==> config.mk <==
export PLATFORM = sky130hd
export DESIGN_NAME = lsb_mem_responder
export DESIGN_NICKNAME = d
export VERILOG_FILES = /design/src/rtl/cpu_pkg.sv /design/src/rtl/mem_load_ext.sv /design/src/rtl/lsb_mem_responder.sv
export SDC_FILE = /design/constraint.sdc
export NUM_CORES = 1
export LEC_CHECK = 0
export ABC_AREA = 1
export BUFFER_PORTS_ARGS = -buffer_cell sky130_fd_sc_hd__buf_4
export CAP_MARGIN = 30
export CORE_MARGIN = 1
export CORE_UTILIZATION = 45
export DETAILED_ROUTE_END_ITERATION = 16
export PLACE_DENSITY = 0.77
export RECOVER_POWER = 25
export SLEW_MARGIN = 40
export SYNTH_ARGS = -nofsm -noshare
export SYNTH_HDL_FRONTEND = slang
export SYNTH_SLANG_ARGS = --single-unit
==> constraint.sdc <==
create_clock -name clk -period 5.9 [get_ports clk]
set_clock_uncertainty 0.1 [all_clocks]
set_input_delay 0 -clock clk [delete_from_list [all_inputs] [get_ports clk]]
set_output_delay 0 -clock clk [all_outputs]
set_load 0.01 [all_outputs]
==> src/rtl/cpu_pkg.sv <==
// Shared definitions for the LSB / memory responder path: opcodes, load/store
// widths, ready-vector bit positions and the responder FSM states.
package cpu_pkg;

  localparam logic [6:0] OPC_LOAD  = 7'b0000011;
  localparam logic [6:0] OPC_STORE = 7'b0100011;

  localparam logic [2:0] F3_B  = 3'b000;
  localparam logic [2:0] F3_H  = 3'b001;
  localparam logic [2:0] F3_W  = 3'b010;
  localparam logic [2:0] F3_BU = 3'b100;
  localparam logic [2:0] F3_HU = 3'b101;

  localparam int RDY_IDLE = 0;
  localparam int RDY_LD   = 1;
  localparam int RDY_ST   = 2;

  typedef enum logic [1:0] {
    ST_IDLE,
    ST_LOAD,
    ST_STORE
  } state_e;

  // Access size in bytes; funct3[2] only selects the extension, not the size.
  function automatic logic [2:0] size_bytes(input logic [2:0] funct3);
    case (funct3[1:0])
      2'b00:   return 3'd1;
      2'b01:   return 3'd2;
      default: return 3'd4;
    endcase
  endfunction

endpackage

==> src/rtl/mem_load_ext.sv <==
// Sign/zero extension of an assembled little-endian load value to 32 bits.
module mem_load_ext
  import cpu_pkg::*;
(
  input  logic [2:0]  funct3,
  input  logic [31:0] raw,
  output logic [31:0] ext
);

  always_comb begin
    // NOTE: assign a default before any branching so no path leaves ext unassigned (no latch).
    ext = raw;
    case (funct3[1:0])
      2'b00:   ext = funct3[2] ? {24'd0, raw[7:0]}  : {{24{raw[7]}}, raw[7:0]};
      2'b01:   ext = funct3[2] ? {16'd0, raw[15:0]} : {{16{raw[15]}}, raw[15:0]};
      default: ext = raw;
    endcase
  end

endmodule

==> src/rtl/lsb_mem_responder.sv <==
// Turns one LSB load/store request at a time into a sequence of byte accesses
// on the byte-wide RAM port and reports completion on the ready vector.
module lsb_mem_responder
  import cpu_pkg::*;
#(
  parameter int          ADDR_W = 32,
  parameter logic [1:0]  IO_SEL = 2'b11
) (
  input  logic              clk,
  input  logic              rst_n,
  input  logic [31:0]       ls_oprand,
  input  logic [ADDR_W-1:0] ls_addr,
  input  logic [31:0]       ls_data,
  input  logic              flush,
  input  logic              io_buffer_full,
  input  logic [7:0]        mem_din,
  output logic [ADDR_W-1:0] mem_a,
  output logic [7:0]        mem_dout,
  output logic              mem_wr,
  output logic [2:0]        ready,
  output logic [31:0]       mem_data
);

  state_e              state_q, state_d;
  logic [2:0]          f3_q, f3_d;
  logic [ADDR_W-1:0]   addr_q, addr_d;
  logic [31:0]         data_q, data_d;
  logic [31:0]         raw_q, raw_d;
  logic [2:0]          cnt_q, cnt_d;
  logic                flushed_q, flushed_d;
  logic [ADDR_W-1:0]   mem_a_q, mem_a_d;
  logic [7:0]          mem_dout_q, mem_dout_d;
  logic                mem_wr_q, mem_wr_d;
  logic [2:0]          ready_q, ready_d;
  logic [31:0]         mem_data_q, mem_data_d;

  logic [2:0]  n_bytes;
  logic [1:0]  ld_sel;
  logic [31:0] raw_next;
  logic [31:0] ld_ext;
  logic [7:0]  st_byte;
  logic        io_stall;

  // During LOAD the byte arriving at edge k belongs to byte k-2 (one cycle of RAM latency).
  always_comb begin
    n_bytes  = size_bytes(f3_q);
    ld_sel   = cnt_q[1:0] - 2'd2;
    raw_next = raw_q;
    for (int b = 0; b < 4; b++) begin
      if (ld_sel == 2'(b)) raw_next[8*b +: 8] = mem_din;
    end
    case (cnt_q[1:0])
      2'd0:    st_byte = data_q[7:0];
      2'd1:    st_byte = data_q[15:8];
      2'd2:    st_byte = data_q[23:16];
      default: st_byte = data_q[31:24];
    endcase
    io_stall = (addr_q[17:16] == IO_SEL) && io_buffer_full;
  end

  mem_load_ext u_ext (
    .funct3 (f3_q),
    .raw    (raw_next),
    .ext    (ld_ext)
  );

  always_comb begin
    state_d    = state_q;
    f3_d       = f3_q;
    addr_d     = addr_q;
    data_d     = data_q;
    raw_d      = raw_q;
    cnt_d      = cnt_q;
    flushed_d  = flushed_q;
    mem_a_d    = mem_a_q;
    mem_dout_d = mem_dout_q;
    mem_wr_d   = mem_wr_q;
    ready_d    = ready_q;
    mem_data_d = mem_data_q;

    case (state_q)
      ST_IDLE: begin
        mem_wr_d = 1'b0;
        ready_d  = 3'b001;
        cnt_d    = 3'd0;
        if (ls_oprand != '0 && !flush &&
            (ls_oprand[6:0] == OPC_LOAD || ls_oprand[6:0] == OPC_STORE)) begin
          f3_d      = ls_oprand[14:12];
          addr_d    = ls_addr;
          data_d    = ls_data;
          raw_d     = '0;
          flushed_d = 1'b0;
          ready_d   = 3'b000;
          if (ls_oprand[6:0] == OPC_LOAD) begin
            state_d = ST_LOAD;
            mem_a_d = ls_addr;
            cnt_d   = 3'd1;
          end else begin
            state_d = ST_STORE;
            // A stalled first byte is retried from the STORE state with cnt=0.
            if (!((ls_addr[17:16] == IO_SEL) && io_buffer_full)) begin
              mem_a_d    = ls_addr;
              mem_dout_d = ls_data[7:0];
              mem_wr_d   = 1'b1;
              cnt_d      = 3'd1;
            end
          end
        end
      end

      ST_LOAD: begin
        if (flush) begin
          state_d = ST_IDLE;
          ready_d = 3'b001;
          cnt_d   = 3'd0;
        end else begin
          if (cnt_q < n_bytes) mem_a_d = addr_q + ADDR_W'(cnt_q);
          if (cnt_q >= 3'd2)   raw_d   = raw_next;
          if (cnt_q == n_bytes + 3'd1) begin
            state_d    = ST_IDLE;
            ready_d    = 3'b011;
            mem_data_d = ld_ext;
            cnt_d      = 3'd0;
          end else begin
            cnt_d = cnt_q + 3'd1;
          end
        end
      end

      ST_STORE: begin
        // Bytes already committed to RAM are finished; flush only hides the done pulse.
        if (flush) flushed_d = 1'b1;
        if (cnt_q == n_bytes) begin
          state_d  = ST_IDLE;
          mem_wr_d = 1'b0;
          ready_d  = (flushed_q || flush) ? 3'b001 : 3'b101;
          cnt_d    = 3'd0;
        end else if (io_stall) begin
          mem_wr_d = 1'b0;
        end else begin
          mem_a_d    = addr_q + ADDR_W'(cnt_q);
          mem_dout_d = st_byte;
          mem_wr_d   = 1'b1;
          cnt_d      = cnt_q + 3'd1;
        end
      end

      default: state_d = ST_IDLE;
    endcase
  end

  // NOTE: sequential state uses non-blocking assignments so every flop samples pre-edge values.
  always_ff @(posedge clk or negedge rst_n) begin
    if (!rst_n) begin
      state_q    <= ST_IDLE;
      f3_q       <= '0;
      addr_q     <= '0;
      data_q     <= '0;
      raw_q      <= '0;
      cnt_q      <= '0;
      flushed_q  <= 1'b0;
      mem_a_q    <= '0;
      mem_dout_q <= '0;
      mem_wr_q   <= 1'b0;
      ready_q    <= 3'b001;
      mem_data_q <= '0;
    end else begin
      state_q    <= state_d;
      f3_q       <= f3_d;
      addr_q     <= addr_d;
      data_q     <= data_d;
      raw_q      <= raw_d;
      cnt_q      <= cnt_d;
      flushed_q  <= flushed_d;
      mem_a_q    <= mem_a_d;
      mem_dout_q <= mem_dout_d;
      mem_wr_q   <= mem_wr_d;
      ready_q    <= ready_d;
      mem_data_q <= mem_data_d;
    end
  end

  assign mem_a    = mem_a_q;
  assign mem_dout = mem_dout_q;
  assign mem_wr   = mem_wr_q;
  assign ready    = ready_q;
  assign mem_data = mem_data_q;

endmodule

# Word-level counts from Yosys, hierarchy flattened
# Index checks and enable logic that the tools add are counted.
# word_totals
reg_bits	181
in_bits	108
out_inout_bits	76
# op_classes
addsub	4
n_lt_le_gt_ge	2
eq_ne	27
mux	56
bitwise_logic	1
n_reduce_logical	24
# ops
operator	n
32-bit two-way mux	12
32-bit one-hot mux with 2 select lines	2
32-bit one-hot mux with 3 select lines	1
8-bit two-way mux	9
32-bit by 3-bit adder with 32-bit output	1
32-bit nonzero test	1
3-bit two-way mux	8
8-bit one-hot mux with 3 select lines	1
2-bit != test (second input constant)	10
3-bit one-hot mux with 3 select lines	2
8-bit one-hot mux with 2 select lines	1
2-bit == test (second input constant)	6
3-bit AND reduction	4
1-bit two-way mux	11
2-bit two-way mux	5
3-bit != test (second input constant)	3
2-bit by 1-bit == test with 1-bit output (second input constant)	4
2-bit zero test	4
7-bit by 2-bit == test with 1-bit output (second input constant)	1
7-bit by 6-bit == test with 1-bit output (second input constant)	1
7-bit AND reduction	1
3-bit by 1-bit adder with 3-bit output (second input constant)	2
3-bit == test	2
2-bit one-hot mux with 3 select lines	1
14 further kinds	21

# Depth between registers and ports, before layout
# Gate-level depths: netlist of the first run.
# depth
word_depth	7
mapped_depth	17

# Cells and area by module
# From an unflattened synthesis of the first run, not the netlist that was laid out.
# hier_totals
cells_unflattened	1272
hier_area_um2	9610.5
# by_module_without_submodules
mod	n_inst	cells_each	area_per_inst_um2	seq_area_each_um2
lsb_mem_responder	1	1201	9206.3	4530.6
mem_load_ext	1	71	404.1	0.0

# Worst setup path after synthesis of the first run
# Ideal clock, no wire load.
# synth_timing
path_kind	flip-flop to flip-flop
start	register f3_q[1]
end	register cnt_q[2]
setup_time_ns	0.120
t_arrival_ns	2.341
t_required_ns	5.680
setup_slack_ns	3.339
stages_incl_launch_ff	14
period_less_slack_ns	2.561
path_cell_list	dfrtp_1 -> nor2_1 -> inv_1 -> ha_1 -> clkinv_1 -> clkbuf_1 -> ha_1 -> nand3_1 -> nand2_1 -> o21ai_0 -> inv_1 -> nand2_1 -> xor2_1 -> nor2_1
# synth_via
elab_chain_len	7
elab_cells_between_ends	12
# synth_lines
item	line	source
start: declaration	lsb_mem_responder.sv:25	logic [2:0] f3_q, f3_d;
start signal: assignment	lsb_mem_responder.sv:156	f3_q <= '0;
start signal: assignment	lsb_mem_responder.sv:169	f3_q <= f3_d;
2-bit by 1-bit == test with 1-bit output / 2-bit zero test (equally long branches)	cpu_pkg.sv:26	case (funct3[1:0])
3-bit one-hot mux with 2 select lines *	cpu_pkg.sv:26	
3-bit by 1-bit adder with 3-bit output	lsb_mem_responder.sv:119	if (cnt_q == n_bytes + 3'd1) begin
3-bit == test	lsb_mem_responder.sv:119	
3-bit two-way mux	lsb_mem_responder.sv:119	
3-bit two-way mux	lsb_mem_responder.sv:112	if (flush) begin
3-bit one-hot mux with 3 select lines	lsb_mem_responder.sv:81	case (state_q)
end signal: assignment	lsb_mem_responder.sv:173	cnt_q <= cnt_d;
end: declaration	lsb_mem_responder.sv:29	logic [2:0] cnt_q, cnt_d;
# Mark *: on every way between the ends. The rest lies on a longest branch, timed or not.
# A chain may end at the register's enable or synchronous reset.

# Final worst setup path of the first run
# layout_timing
start	register f3_q[1]
end	register mem_a_q[30], in the netlist mem_a[30]
# layout_via
elab_chain_len	5
elab_cells_between_ends	8
# layout_lines
item	line	source
2-bit by 1-bit == test with 1-bit output / 2-bit zero test (equally long branches)	cpu_pkg.sv:26	
3-bit one-hot mux with 2 select lines *	cpu_pkg.sv:26	
3-bit < comparator / 3-bit == test (equally long branches)	lsb_mem_responder.sv:117, lsb_mem_responder.sv:133	
2-bit != test (no line)	n/a	
7-bit AND reduction (no line) *	n/a	
end signal: assignment	lsb_mem_responder.sv:175	mem_a_q <= mem_a_d;
end: declaration	lsb_mem_responder.sv:31	logic [ADDR_W-1:0] mem_a_q, mem_a_d;
# Marked as above.

==> results of run 1 <==
-- through the flow --
stage               std cells  instance area, um^2  hold slack [ns]
finish                   1761                12000           0.0169
global route             1761                12000           0.0364
CTS                      1761                12100          0.00328
detailed placement       1653                10800           0.0110
global placement         1650                10700          0.00880
floorplan                1267                 9370           -0.396
-- synth_stat cells --
library cell / instances
nand2_1: 563
dfrtp_1: 180
o21ai_0: 146
inv_1: 78
nor2_1: 64
nand3_1: 47
o21a_1: 30
o21ai_1: 25
a21oi_1: 23
buf_2: 22
clkbuf_1: 19
ha_1: 15
a31oi_1: 8
buf_4: 6
buf_1: 5
nand4_1: 4
nor2_2: 4
buf_6: 3
inv_2: 3
xor2_1: 3
clkinv_1: 2
nor3_1: 2
o31ai_1: 2
a21boi_1: 1
a22oi_1: 1
dfstp_2: 1
fa_1: 1
nand2_2: 1
nand3b_1: 1
nand4_2: 1
nor2_4: 1
nor3_4: 1
o21ai_2: 1
o221ai_1: 1
or2_2: 1
xnor2_1: 1
-- layout make-up --
| type | instances | area, um^2 |
|---|---|---|
| inverters | 83 | 312 |
| clock buffers | 21 | 480 |
| clock inverters | 9 | 95.1 |
| repair buffers | 249 | 2010 |
| flip-flops and latches | 181 | 4530 |
| well taps | 270 | 338 |
| fillers | 1833 | 8280 |
| multi-input cells | 948 | 4260 |
-- path summary, 6_finish.rpt --
kind / from / end / cells after the start / slack [ns]
worst max register to register: f3_q[1]$_DFFE_PN0P_ / mem_a[30]$_DFFE_PN0P_ / 15 / 2.44
worst min register to register: mem_data[14]$_DFFE_PN0P_ / mem_data[14]$_DFFE_PN0P_ / 2 / 0.38
max in group asynchronous: rst_n / data_q[13]$_DFFE_PN0P_ / 3 / 4.38
worst max-delay path: f3_q[1]$_DFFE_PN0P_ / mem_a[30]$_DFFE_PN0P_ / 15 / 2.44
min in group asynchronous: rst_n / mem_data[11]$_DFFE_PN0P_ / 2 / 0.10
worst min-delay path: mem_din[0] / mem_data[0]$_DFFE_PN0P_ / 5 / 0.02
-- worst max-delay path, cell delays in order, from the launching register on --
cell,delay (ns)
dfrtp_1,0.41
nor2_1,0.10
inv_1,0.08
ha_1,0.20
clkinv_1,0.44
ha_1,0.51
nand3_1,0.13
nand2_1,0.10
nand2_1,0.09
nand3_1,0.09
nor2_1,0.15
nand2_1,0.06
buf_4,0.26
inv_2,0.44
nand2_1,0.12
nand2_1,0.08
-- sequential cells by signal, summed over array words and instances (netlist names) --
register,flops
addr_q,32
cnt_q,3
data_q,32
f3_q,3
flushed_q,1
mem_a,32
mem_data,32
mem_dout,8
mem_wr,1
raw_q,32
ready,3
state_q,2
-- kinds of logic after synthesis --
| group | Yosys count | synth area share |
|---|---|---|
| simple gates | 690 | 0.289 |
| compound gates | 238 | 0.138 |
| flops | 181 | 0.484 |
| buf+inv | 138 | 0.0631 |
| fa+ha+maj | 16 | 0.0222 |
| xor+xnor | 4 | 0.00374 |
-- power groups by stage --
| stage | clock (mW) | combinational (mW) | sequential (mW) |
|---|---|---|---|
| 6_report | 1.11 | 2.04 | 1.82 |
| 5_1_grt | 1.18 | 2.31 | 1.86 |
| 4_1_cts | 1.13 | 2.06 | 1.81 |
| 3_5_place_dp | 0 | 2.00 | 1.82 |
| 3_3_place_gp | 0 | 1.91 | 1.81 |
| 2_1_floorplan | 0 | 1.32 | 1.84 |
-- layer usage --
metal  wire [um]  GRT usage  vias to the layer above
met3        1340     0.0378                       52
li1            -          -                     4468
met4         792      0.104                        0
met1       10800      0.316                     4261
met5           0          0                        -
met2       13500      0.456                      303
-- repair_timing --
action	in CTS	in global routing
hold buffers	78	0
hold endpoints to repair	216	0
gates resized for setup	0	0
==> results.toml, run 1 <==
[run_status]
status = "complete, no violations"

[detailed_routing]
drt-initial-drc-count = 564
routed_via_density = 5.16
drcViolationCount = 0
drt-total-wl_um = 26400
drtAntennaViolNets = 0
wl_per_cell_um = 15.0
first_pass_iters = 7
via_count = 9084

[sta]
fin_setup_tns_ns = 0
hold_viol_final = 0
setup_viol = 0
fin_crit_sh = 0.586
worst_slew_pin_slew_ns = 0.817
fin_crit_ns = 3.46
rsz0062_at_grt = "false"
slew-limit-headroom = 0.455
fmax_ghz = 0.289
finalWorstSetupSlack_ns = 2.44
slew_viol_final = 0

[floorplanning]
core_region_area_mm2 = 0.0203
ios = 184
initial_core_util = 0.461
std_cell_rows = 52
dieArea_mm2 = 0.0214
fp.dieW_um = 146
fp.dieH_um = 146

[worst_setup_path]
cp_max_fo = 33
worst_setup_path_start_kind = "register"
path_class = "reg2reg"
cp_data_arrival_time_ns = 3.72
cp.required_ns = 6.16
worstSetupEndpointType = "register"

[power]
p_comb_frac = 0.410
power.share.sequential = 0.366
power_mw = 4.96
power_density_mw_per_mm2 = 413
p_leak_nw = 6.12
clkPwrFrac = 0.224
power.internal_mw = 2.99
peakVddDrop_mv = 0.267
switchingPower_mw = 1.97
p_sw_frac = 0.397

[layout]
utilization = 0.592
final_cell_mix = "nand2_1, dfrtp_1, o21ai_0"
final_common_cell = "nand2_1"
antenna-diode-count = 0
drive_above_1_share = 0.130
nets = 1604
area_delta_synth_final_pct = 28.3

[place]
port_buffers = 161
dp_hpwl_um = 18000
gp_congestion = 0.956
place_ws_ns = 2.48

[yosys]
ys_types = 36
ys_seq_area_frac = 0.484
synth_seq_cells = 181
synth_cells = 1267
syn_area_mm2 = 0.00937
yosys-top-cells-area = "dfrtp_1, nand2_1, o21ai_0, inv_1, nor2_1"
yosys_warnings = 0
synth_top_area_cell = "dfrtp_1"
syn_area_per_cell_um2 = 7.39
yosys.area.top_type_share = 0.481
syn_nets = 1391

[global_route]
antenna_found_initial = 0
grt_overflow = 0
grt_use_total = 0.258
grt_pass1_vias = 8995
grt_max_degree = 87
grt_first_pass_wirelength_um = 43900

[hold_path]
hp-class = "in2reg"

[clock_tree]
cts.clk_slew.worst_paths_ns = 0.06
clk-insertion-delay-late_ns = 0.43
cts_setup_buffers = 0
cts_root_buf = "clkbuf_16"
clock_path_buffers = 2
cts_buffers = 17
clock-sinks = 181
cts_tree = "done"
htreeDepth = 4

[job]
cap_viol_max_count = 0
Power figures use the tool's default switching activity.
==> run 2, diff against run 1 <==
==> constraint.sdc (replaced) <==
create_clock -name clk -period 3.5 [get_ports clk]
set_clock_uncertainty 0.1 [all_clocks]
set_input_delay 0 -clock clk [delete_from_list [all_inputs] [get_ports clk]]
set_output_delay 0 -clock clk [all_outputs]
set_load 0.01 [all_outputs]
==> results.toml, run 2 (synthesis gave the netlist of run 1 again) <==
[sta]
rsz0062_at_grt = "false"
slew-limit-headroom = -0.364
fin_crit_ns = 3.01
worst_slew_pin_slew_ns = 2.05
hold_viol_final = 0
fin_crit_sh = 0.860
setup_viol = 0
slew_viol_final = 79
hold_ws_ns = 0.0293
fin_setup_tns_ns = 0
fmax_ghz = 0.332

[detailed_routing]
via_count = 9183
drtAntennaViolNets = 0
wl_per_cell_um = 15.2
drcViolationCount = 0
first_pass_iters = 6
routed_via_density = 5.17
drt-initial-drc-count = 726
drt-total-wl_um = 27000

[layout]
drive_above_1_share = 0.124
final_cell_mix = "nand2_1, dfrtp_1, o21ai_0"
n_fill_cell = 1797
area_delta_synth_final_pct = 28.4
finish.instance_area_mm2 = 0.0120
final_common_cell = "nand2_1"
nets = 1616
utilization = 0.592

[place]
dp_hpwl_um = 18000
placed_area_mm2 = 0.0108
port_buffers = 161
gp_congestion = 0.934

[clock_tree]
cts_tree = "done"
cts.clk_slew.worst_paths_ns = 0.07
clk-insertion-delay-late_ns = 0.44
cts_root_buf = "clkbuf_16"
clock-sinks = 181
htreeDepth = 4
clock_path_buffers = 2
cts_buffers = 17
cts_setup_buffers = 0

[floorplanning]
fp.dieH_um = 146
std_cell_rows = 52
initial_core_util = 0.461
dieArea_mm2 = 0.0214
core_region_area_mm2 = 0.0203
ios = 184
fp.dieW_um = 146

[worst_setup_path]
cp_data_arrival_time_ns = 3.27
worstSetupEndpointType = "register"
worst_setup_path_start_kind = "register"
path_class = "reg2reg"
cp_max_fo = 31
cp.required_ns = 3.77

[run_status]
violations = "capacitance limit, slew limit"
status = "finished, violations left"

[global_route]
grt_pass1_vias = 8976
grt_first_pass_wirelength_um = 44500
grt_max_degree = 79
antenna_found_initial = 1
grt_use_total = 0.261
grt_overflow = 0

[hold_path]
hp-class = "in2reg"

[power]
power_mw = 8.27
p_leak_nw = 6.11
power_density_mw_per_mm2 = 687
peakVddDrop_mv = 0.401

[job]
cap_viol_max_count = 1
run 2: cell count changes in the layout (fill, tap and decap cells not counted), sizes merged:
cell         previous run  this run
inv                    83        82
buf                   145       140
clkinv                  7         6
diode                   0         1
clkbuf                 47        56
clkinvlp                1         5
dlygate4sd3            78        85
run 2: layout make-up:
type	instances	area, um^2	area share
multi-input cells	948	4250	0.353
flip-flops and latches	181	4530	0.377
well taps	270	338	0.0281
diodes	1	2.50	0.000208
clock buffers	20	447	0.0371
inverters	83	315	0.0262
clock inverters	11	105	0.00874
repair buffers	261	2040	0.169
run 2: per-stage QoR:
step / setup WS, ns / std cells
final: 0.491 / 1775
after global routing: 0.185 / 1775
after CTS: 0.314 / 1774
after detailed placement: 0.350 / 1658
after global placement: 0.486 / 1658
after floorplan: 0.939 / 1267
run 2: worst max-delay path: stages, from the launching register on:
cell        delay [ns]
dfrtp_1           0.42
nor2_1            0.10
inv_1             0.09
ha_1              0.24
clkinvlp_4        0.33
ha_1              0.43
nand3_1           0.12
nand2_1           0.07
nand2_1           0.08
nand3_1           0.08
nor2_1            0.14
nand2_1           0.10
inv_2             0.44
nand2_1           0.12
nand2_1           0.09
run 2: path summary, 6_finish.rpt:
path	slack, ns	cells after the start	startpoint	to
setup / recovery	0.49	14	f3_q[1]$_DFFE_PN0P_	mem_a[3]$_DFFE_PN0P_
hold / removal	0.03	5	mem_din[0]	mem_data[0]$_DFFE_PN0P_
setup reg to reg	0.49	14	f3_q[1]$_DFFE_PN0P_	mem_a[3]$_DFFE_PN0P_
hold reg to reg	0.38	2	mem_data[7]$_DFFE_PN0P_	mem_data[7]$_DFFE_PN0P_
max in group asynchronous	1.40	3	rst_n	ready[0]$_DFFE_PN1P_
min in group asynchronous	0.56	2	rst_n	raw_q[3]$_DFFE_PN0P_
run 2: timing repair:
item / 4_1_cts / 5_1_grt
hold endpoints to repair: 197 / 0
gates resized for setup: 0 / 1
hold buffers: 85 / 0
endpoints found under the setup margin: 0 / 1
run 2: routing by layer:
layer  wire [um]  vias up  global-route usage
met5           0        -                   0
met4         830        0               0.105
met3        1310       69              0.0419
met2       13600      336               0.455
met1       11200     4279               0.323
li1            -     4499                   -
run 2: where the power goes:
part	internal, mW	total (mW)	switching, mW	leakage [nW]
logic	1.26	3.37	2.11	3.58
clock network	0.997	1.83	0.831	0.258
registers	2.68	3.06	0.386	2.27
total	4.94	8.27	3.33	6.11
==> run 3, diff against run 2 <==
==> constraint.sdc (replaced) <==
create_clock -name clk -period 3.5 [get_ports clk]
set_clock_uncertainty 0.1 [all_clocks]
set_input_delay 0.175 -clock clk [delete_from_list [all_inputs] [get_ports clk]]
set_output_delay 0.175 -clock clk [all_outputs]
set_load 0.01 [all_outputs]
==> results.toml, run 3 (synthesis gave the netlist of run 1 again) <==
[run_status]
status = "finished, violations left"
violations = "capacitance limit, slew limit"

[clock_tree]
clk-insertion-delay-late_ns = 0.43
clock-sinks = 181
cts.clk_slew.worst_paths_ns = 0.07
htreeDepth = 4
cts_buffers = 17
clock_path_buffers = 2
cts_root_buf = "clkbuf_16"
cts_tree = "done"
cts_resized = 0

[layout]
finish.instance_area_mm2 = 0.0120
final_cell_mix = "nand2_1, dfrtp_1, buf_4"
final_common_cell = "nand2_1"
drive_above_1_share = 0.139
nets = 1597
antenna-diode-count = 0
utilization = 0.591
area_delta_synth_final_pct = 28.1
n_fill_cell = 1825

[detailed_routing]
via_count = 9070
routed_via_density = 5.17
drt-initial-drc-count = 726
drtAntennaViolNets = 0
drcViolationCount = 0
first_pass_iters = 6
wl_per_cell_um = 15.0
drt-total-wl_um = 26300

[global_route]
grt_use_total = 0.258
grt_pass1_vias = 9006
grt_first_pass_wirelength_um = 44100
antenna_found_initial = 0
grt_overflow = 0
grt_max_degree = 104

[power]
clkPwrFrac = 0.223
power_density_mw_per_mm2 = 694
p_sw_frac = 0.394
switchingPower_mw = 3.28
power.share.sequential = 0.368
p_leak_nw = 6.14
power.internal_mw = 5.04
p_comb_frac = 0.409
peakVddDrop_mv = 0.461

[place]
gp_congestion = 0.919
placed_area_mm2 = 0.0108
place_ws_ns = 0.352
dp_hpwl_um = 17900
port_buffers = 161

[worst_setup_path]
cp.required_ns = 3.77
cp_max_fo = 31
worstSetupEndpointType = "register"
r2r_cells = 14
cp_data_arrival_time_ns = 3.42
r2r_slack_ns = 0.35
path_class = "reg2reg"
worst_setup_path_start_kind = "register"

[floorplanning]
core_region_area_mm2 = 0.0203
fp.dieH_um = 146
dieArea_mm2 = 0.0214
initial_core_util = 0.461
fp.dieW_um = 146
ios = 184
std_cell_rows = 52

[sta]
finalWorstSetupSlack_ns = 0.350
fin_crit_sh = 0.900
slew-limit-headroom = -0.322
fin_crit_ns = 3.15
rsz0062_at_grt = "false"
fin_setup_tns_ns = 0
hold_viol_final = 0
slew_viol_final = 36
worst_slew_pin_slew_ns = 1.98
fmax_ghz = 0.317
setup_viol = 0

[job]
cap_viol_max_count = 1

[hold_path]
hp-class = "in2reg"
hold_depth = 4
## run 3: path summary, 6_finish.rpt
check,startpoint,end
worst max register to register,f3_q[1]$_DFFE_PN0P_,mem_a[7]$_DFFE_PN0P_
worst min-delay path,flush,ready[1]$_DFFE_PN0P_
max in group asynchronous,rst_n,data_q[25]$_DFFE_PN0P_
min in group asynchronous,rst_n,mem_data[4]$_DFFE_PN0P_
worst max-delay path,f3_q[1]$_DFFE_PN0P_,mem_a[7]$_DFFE_PN0P_
worst min register to register,mem_data[11]$_DFFE_PN0P_,mem_data[11]$_DFFE_PN0P_
## run 3: power by group through the flow
stage | combinational [mW] | sequential (mW) | clock, mW
after floorplan | 2.22 | 3.10 | 0
after global placement | 3.23 | 3.06 | 0
after detailed placement | 3.33 | 3.07 | 0
after CTS | 3.40 | 3.05 | 1.88
after global routing | 3.87 | 3.13 | 1.98
final | 3.41 | 3.06 | 1.86
## run 3: worst max-delay path, cell delays in order, from the launching register on
cell and delay, ns:
dfrtp_1 0.43, nor2_1 0.10, inv_1 0.08, ha_1 0.20
clkinv_1 0.42, ha_1 0.50, nand3_1 0.12, nand2_1 0.07
nand2_1 0.08, nand3_1 0.08, nor2_1 0.14, nand2_1 0.10
inv_2 0.42, nand2_1 0.13, nand2_1 0.10
## run 3: through the flow
step | hold slack (ns) | power (mW) | instances
after detailed placement | 0.190 | 6.40 | 1655
after CTS | 0.00584 | 8.34 | 1754
after global routing | 0.0184 | 8.98 | 1755
after floorplan | -0.221 | 5.32 | 1267
final | 0.0228 | 8.33 | 1755
after global placement | 0.273 | 6.29 | 1655
## run 3: area by class of cell
class                           instances  area (um^2)  area share
Clock inverter                          8          103     0.00855
Tap cell                              270          338      0.0282
Sequential cell                       181         4530       0.378
Multi-Input combinational cell        948         4250       0.355
Timing Repair Buffer                  242         2010       0.168
Clock buffer                           23          448      0.0373
Inverter                               83          312      0.0260
## run 3: layer usage
layer,vias to the layer above,part of all wire,GRT usage
met5,-,0,0
met4,0,0.031,0.101
met3,57,0.056,0.0450
met2,300,0.50,0.442
met1,4261,0.41,0.326
li1,4452,-,-
## run 3: repair_timing
| action | CTS | global route |
|---|---|---|
| endpoints found under the hold margin | 192 | 0 |
| hold buffers | 68 | 0 |
| buffers inserted | 0 | 0 |
